===== src/rtl/ex_wb_reg_pkg.sv =====
// Shared types for the execute-to-writeback register: widths, occupancy state, entry layout.
// Included by the skid FIFO and the ex_wb_reg top.
package ex_wb_reg_pkg;

    localparam int BUS_WIDTH = 32;
    localparam int REGISTER  = 6;
    localparam int DEPTH     = 2;

    // Occupancy doubles as the FIFO state; the encoding is the entry count.
    typedef enum logic [1:0] {
        OCC_EMPTY = 2'd0,
        OCC_ONE   = 2'd1,
        OCC_FULL  = 2'd2
    } occ_e;

    typedef struct packed {
        logic [REGISTER-1:0]  write_reg;
        logic [BUS_WIDTH-1:0] result;
    } entry_t;

    function automatic logic occ_has_room(input occ_e occ);
        return occ != OCC_FULL;
    endfunction

endpackage


===== src/rtl/wb_fifo2.sv =====
// Generic 2-entry FIFO with flush; head entry and valid are registered outputs.
// Push in FULL is ignored; the caller gates push with room so no ready-from-pop path exists.
module wb_fifo2 #(
    parameter type T = ex_wb_reg_pkg::entry_t
) (
    input  logic clk,
    input  logic rst,
    input  logic push_vld,
    input  logic pop,
    input  logic flush,
    input  T     push_dat,
    output T     head_dat,
    output logic head_vld,
    output ex_wb_reg_pkg::occ_e count
);
    import ex_wb_reg_pkg::*;

    occ_e occ_q, occ_d;
    T     head_q, head_d;
    T     tail_q, tail_d;
    logic vld_q, vld_d;

    always_comb begin
        occ_d  = occ_q;
        head_d = head_q;
        tail_d = tail_q;
        if (flush) begin
            // Storage keeps stale data; only the count is dropped.
            occ_d = OCC_EMPTY;
        end else begin
            unique case (occ_q)
                OCC_EMPTY: begin
                    if (push_vld) begin
                        head_d = push_dat;
                        occ_d  = OCC_ONE;
                    end
                end
                OCC_ONE: begin
                    if (push_vld && pop) begin
                        head_d = push_dat;
                    end else if (push_vld) begin
                        tail_d = push_dat;
                        occ_d  = OCC_FULL;
                    end else if (pop) begin
                        occ_d  = OCC_EMPTY;
                    end
                end
                OCC_FULL: begin
                    if (pop) begin
                        head_d = tail_q;
                        occ_d  = OCC_ONE;
                    end
                end
                default: occ_d = OCC_EMPTY;
            endcase
        end
        vld_d = (occ_d != OCC_EMPTY);
    end

    always_ff @(posedge clk) begin
        if (rst) begin
            occ_q  <= OCC_EMPTY;
            head_q <= '0;
            tail_q <= '0;
            vld_q  <= 1'b0;
        end else begin
            occ_q  <= occ_d;
            head_q <= head_d;
            tail_q <= tail_d;
            vld_q  <= vld_d;
        end
    end

    assign head_dat = head_q;
    assign head_vld = vld_q;
    assign count    = occ_q;

endmodule


===== src/rtl/ex_wb_reg.sv =====
// Execute-to-writeback register: selects writeback data/destination and skids up to two results.
// One cycle E-to-W latency; ReadyE drops when two entries are held, independent of ReadyW.
module ex_wb_reg #(
    parameter int BUS_WIDTH = ex_wb_reg_pkg::BUS_WIDTH,
    parameter int REGISTER  = ex_wb_reg_pkg::REGISTER,
    parameter int DEPTH     = ex_wb_reg_pkg::DEPTH
) (
    input  logic                 CLK,
    input  logic                 RST,
    input  logic                 ValidE,
    output logic                 ReadyE,
    input  logic                 FlushE,
    input  logic                 RegWriteE,
    input  logic                 MemtoRegE,
    input  logic                 RegDstE,
    input  logic [REGISTER-1:0]  RtE,
    input  logic [REGISTER-1:0]  RdE,
    input  logic [BUS_WIDTH-1:0] ALUOutE,
    input  logic [BUS_WIDTH-1:0] ReadDataE,
    output logic                 ValidW,
    input  logic                 ReadyW,
    output logic [REGISTER-1:0]  WriteRegW,
    output logic [BUS_WIDTH-1:0] ResultW,
    output logic [1:0]           Occupancy
);
    import ex_wb_reg_pkg::*;

    typedef struct packed {
        logic [REGISTER-1:0]  write_reg;
        logic [BUS_WIDTH-1:0] result;
    } wb_entry_t;

    occ_e      fifo_count;
    wb_entry_t fifo_head;
    wb_entry_t cap_dat;
    logic      fifo_vld;
    logic      ready_e;
    logic      accept;
    logic      push_vld;
    logic      pop;

    // Ready comes only from registered occupancy, so a same-cycle pop in FULL cannot admit a push.
    assign ready_e  = (int'(fifo_count) < DEPTH) && occ_has_room(fifo_count) && !RST;
    assign accept   = ValidE && ready_e && !FlushE;
    // Non-writing results complete the handshake but occupy no slot.
    assign push_vld = accept && RegWriteE;
    assign pop      = fifo_vld && ReadyW;

    always_comb begin
        cap_dat.write_reg = RegDstE   ? RdE       : RtE;
        cap_dat.result    = MemtoRegE ? ReadDataE : ALUOutE;
    end

    wb_fifo2 #(
        .T(wb_entry_t)
    ) u_fifo (
        .clk      (CLK),
        .rst      (RST),
        .push_vld (push_vld),
        .pop      (pop),
        .flush    (FlushE),
        .push_dat (cap_dat),
        .head_dat (fifo_head),
        .head_vld (fifo_vld),
        .count    (fifo_count)
    );

    assign ReadyE    = ready_e;
    assign ValidW    = fifo_vld;
    assign WriteRegW = fifo_head.write_reg;
    assign ResultW   = fifo_head.result;
    assign Occupancy = fifo_count;

endmodule


===== config.mk =====
export PLATFORM = sky130hd
export DESIGN_NAME = ex_wb_reg
export DESIGN_NICKNAME = d
export VERILOG_FILES = /design/src/rtl/ex_wb_reg_pkg.sv /design/src/rtl/wb_fifo2.sv /design/src/rtl/ex_wb_reg.sv
export SDC_FILE = /design/constraint.sdc
export NUM_CORES = 1
export LEC_CHECK = 0
export ABC_AREA = 0
export CAP_MARGIN = 25
export CORE_UTILIZATION = 45
export DETAILED_ROUTE_END_ITERATION = 16
export GPL_ROUTABILITY_DRIVEN = 0
export GPL_TIMING_DRIVEN = 0
export PLACE_DENSITY_LB_ADDON = 0.15
export SLEW_MARGIN = 20
export SYNTH_ARGS = -nofsm -noshare
export SYNTH_HDL_FRONTEND = slang
export SYNTH_SLANG_ARGS = --single-unit

===== constraint.sdc =====
create_clock -name CLK -period 2 [get_ports CLK]
set_clock_uncertainty 0.05 [all_clocks]
set_input_delay 0.2 -clock CLK [delete_from_list [all_inputs] [get_ports CLK]]
set_output_delay 0.2 -clock CLK [all_outputs]
set_load 0.03 [all_outputs]

==> impl_summary.log <==
INFO  metric design.die.area = 8440 sq um
INFO  metric setup_slack_of_the_most_critical_reg_to_reg_path = 0.18 ns
INFO  metric io-pin-count = 126
INFO  metric finalWirelength = 10.4 mm
INFO  metric syn-instance-count = 412
INFO  metric numPlacedInstances = 636
INFO  metric power.switching = 0.802 mW
INFO  metric area_of_the_multi_input_gates = 1840 sq um
INFO  metric total_leakage_power = 1.88 nW
INFO  metric timing.final.hold_violations = 0
INFO  metric syn_avg_cell_area = 8.82 sq um
INFO  metric antenna_found_initial = 0
INFO  metric cts.repair_timing.setup_buffer_count = 0
INFO  metric vdd_drop_max = 0.000336 V
INFO  metric die-height = 91.9 microns
INFO  metric worst-path-max-fanout = 19
INFO  metric clk_latency = 0.35 ns
INFO  metric area.growth.synth_to_final = 42.5%
INFO  metric power_share_of_the_clock_group = 36.2%
INFO  metric vias_per_cell = 5.72
INFO  metric synth_cell_types = 25
INFO  metric final_nets = 628
INFO  metric n_fill_cell = 673
INFO  metric avgRoutedWirePerCell = 15.9 microns
INFO  metric startpoint_to_endpoint_class_of_the_critical_path = in2out
INFO  metric run_status = completed
INFO  metric postLayoutCoreUtil = 66.7%
INFO  metric cts.path.max_buffers = 2
INFO  metric grtUsageTotal = 25.1%
INFO  metric worstSetupStartpointType = primary input
INFO  metric post-layout-total-power = 3.22 mW
INFO  metric layout.cells.non_filler = 651
INFO  metric cp_data_required_time = 1.75 ns
INFO  metric tritoncts = built
INFO  metric num_vias = 3,722
INFO  metric finalSetupViolations = 0
INFO  metric post-route-min-period = 1.90 ns
INFO  metric register_bit_count_reported_by_yosys = 79
INFO  metric p_seq_share = 49.8%
INFO  metric ff_latch_area = 1580 sq um
INFO  metric start_util = 46.8%
INFO  metric postSynthNetCount = 496
INFO  metric post-route-drc-count = 0
INFO  metric critPathLaunch = RST
INFO  metric crit_end = ReadyE
INFO  metric antenna-diode-count = 0
INFO  metric fp.dieW = 91.9 microns
INFO  metric pin_count_of_the_biggest_net_entering_global_routing = 20
INFO  metric hold_path_class = in2reg
INFO  metric comb_power_share = 14.0%
INFO  metric report.final.slew_viol_count = 0
INFO  metric drive_above_1_share = 9.84%
INFO  metric cellPowerDensity = 621 nW/um^2
INFO  metric layout_worst_path_cycle_share = 95.1%
INFO  metric cts-htree-levels = 3
INFO  metric synthesis.area = 3630 sq um
INFO  metric drt_pass1_iterations = 7
INFO  metric overflow = 0
INFO  metric critPathArrivalTime = 1.65 ns
INFO  metric worst_margin_pin_slew = 0.692 ns
INFO  metric core_region_area = 7770 sq um
INFO  metric max-slew-margin-rel = 53.9%
INFO  metric reg2reg_to = u_fifo.head_dat[23]
INFO  metric swShare = 24.9%
INFO  metric synth_warnings = 0
INFO  metric clk_pin_slew_worst_paths = 0.08 ns
INFO  metric cts_made_buffers = 9
INFO  metric detailedPlacementHpwl = 7.44 mm
INFO  metric critPathCaptureType = primary output
INFO  metric route.antenna.remaining_nets = 0
INFO  metric r2r-start = u_fifo.count[1]
INFO  metric grt_pass1_vias = 3,648
INFO  metric numPortBuffers = 122
INFO  metric fmax = 526 MHz
INFO  metric maxCapViolations = 0
INFO  metric ctsRootBufferMaster = sky130_fd_sc_hd__clkbuf_8
INFO  metric ff2ff_path_depth = 7
INFO  metric numClockSinks = 79
INFO  metric fin_worst_hold_slack = 0.378 ns
INFO  metric dp_slack = -0.333 ns
INFO  metric power_report.internal_total = 2.41 mW
INFO  metric synth_sequential_area_ratio = 43.5%
INFO  metric core.rowCount = 32
INFO  metric drt_iter0_markers = 172
INFO  metric final.setup.worst_slack = 0.0977 ns
INFO  metric grt_setup_unrepaired = no
INFO  metric grt_pass1_wl = 17.2 mm
-- timing repair --
action | CTS | global route
hold endpoints to repair | 0 | 0
gates resized for setup | 1 | 7
setup endpoints to repair | 1 | 17
hold buffers | 0 | 0
-- cell type report --
class                           count  share of cell area, %
Buffer                             46                   4.20
Clock buffer                       11                   2.54
Clock inverter                      5                   1.14
Inverter                            1                 0.0725
Multi-Input combinational cell    285                   35.5
Sequential cell                    79                   30.5
Tap cell                          102                   2.46
Timing Repair Buffer              122                   23.6
-- worst min path at each step --
stage	start	end	slack (ns)	cells past startpoint
6_report	RST	u_fifo.head_vld	0.38	3
3_5_place_dp	u_fifo.head_dat[28]	u_fifo.head_dat[28]	0.41	2
5_1_grt	RST	u_fifo.head_vld	0.40	3
4_1_cts	RST	u_fifo.head_vld	0.38	3
2_1_floorplan	FlushE	u_fifo.count[1]	0.33	3
3_3_place_gp	u_fifo.head_dat[20]	u_fifo.head_dat[20]	0.40	2
-- worst max-delay path, stage by stage --
cell	delay, ns
sky130_fd_sc_hd__clkbuf_1	0.31
sky130_fd_sc_hd__clkbuf_2	0.46
sky130_fd_sc_hd__nor2_1	0.07
sky130_fd_sc_hd__clkdlybuf4s50_1	0.60
-- synth_stat cells --
library cell / instances / area [sq um]
sky130_fd_sc_hd__a211oi_1: 28 / 210
sky130_fd_sc_hd__a211oi_2: 10 / 125
sky130_fd_sc_hd__a21bo_2: 1 / 10.0
sky130_fd_sc_hd__a21oi_1: 39 / 195
sky130_fd_sc_hd__and2_1: 1 / 6.26
sky130_fd_sc_hd__and3_1: 1 / 6.26
sky130_fd_sc_hd__and4bb_1: 1 / 12.5
sky130_fd_sc_hd__buf_1: 4 / 15.0
sky130_fd_sc_hd__buf_2: 20 / 100
sky130_fd_sc_hd__buf_4: 3 / 22.5
sky130_fd_sc_hd__clkbuf_1: 20 / 75.1
sky130_fd_sc_hd__dfxtp_1: 79 / 1580
sky130_fd_sc_hd__inv_1: 1 / 3.75
sky130_fd_sc_hd__mux2i_1: 38 / 380
sky130_fd_sc_hd__nand2_1: 41 / 154
sky130_fd_sc_hd__nand2b_1: 1 / 6.26
sky130_fd_sc_hd__nand3_1: 39 / 195
sky130_fd_sc_hd__nor2_1: 40 / 150
sky130_fd_sc_hd__nor3_1: 1 / 5.00
sky130_fd_sc_hd__nor3b_2: 1 / 12.5
sky130_fd_sc_hd__o21a_1: 2 / 15.0
sky130_fd_sc_hd__o21ai_0: 1 / 5.00
sky130_fd_sc_hd__o221ai_1: 38 / 333
sky130_fd_sc_hd__o32ai_1: 1 / 8.76
sky130_fd_sc_hd__or3_1: 1 / 6.26
-- per-stage QoR --
stage | TNS [ns] | cell area, sq um
floorplan | 0 | 3630
global placement | -5.49 | 4980
detailed placement | -7.75 | 4980
CTS | 0 | 5170
global route | 0 | 5180
finish | 0 | 5180
-- cell usage in the layout (no fill, tap or decap), types with 3 or more instances in the layout --
cell type	count
sky130_fd_sc_hd__clkbuf_1	19
sky130_fd_sc_hd__o221ai_1	38
sky130_fd_sc_hd__nand2_1	41
sky130_fd_sc_hd__clkbuf_2	5
sky130_fd_sc_hd__buf_2	19
sky130_fd_sc_hd__buf_4	3
sky130_fd_sc_hd__a211oi_2	10
sky130_fd_sc_hd__a211oi_1	28
sky130_fd_sc_hd__nand3_1	39
sky130_fd_sc_hd__clkdlybuf4s50_1	122
sky130_fd_sc_hd__clkbuf_8	9
sky130_fd_sc_hd__dfxtp_1	79
sky130_fd_sc_hd__a21oi_1	39
sky130_fd_sc_hd__mux2i_1	38
sky130_fd_sc_hd__nor2_1	40
-- cells by family after synthesis --
logic type             synth area share, %
DFF                                   43.5
muxes                                 10.5
and+or+nand+nor                       15.2
AOI/OAI and AO/OA                     24.8
buffers and inverters                 5.96
-- layer usage --
metal	vias to the layer above	track usage (%)	part of all wire, %
met3	15	4.56	6.1
met2	143	44.3	49
met4	0	7.81	1.3
met5	-	0	0
met1	1780	31.0	43
li1	1784	-	-
-- registers in the layout (all words and copies together), names as in the netlist --
name and count:
u_fifo.head_vld 1, u_fifo.count 2, u_fifo.head_dat 38, u_fifo.tail_q 38
-- power groups by stage --
stage	clock [mW]	sequential [mW]	combinational [mW]
global placement	0	1.64	0.440
CTS	1.16	1.60	0.452
finish	1.16	1.60	0.451
floorplan	0	1.67	0.174
global route	1.25	1.60	0.487
detailed placement	0	1.64	0.450
(Power assumes the default switching activity.)
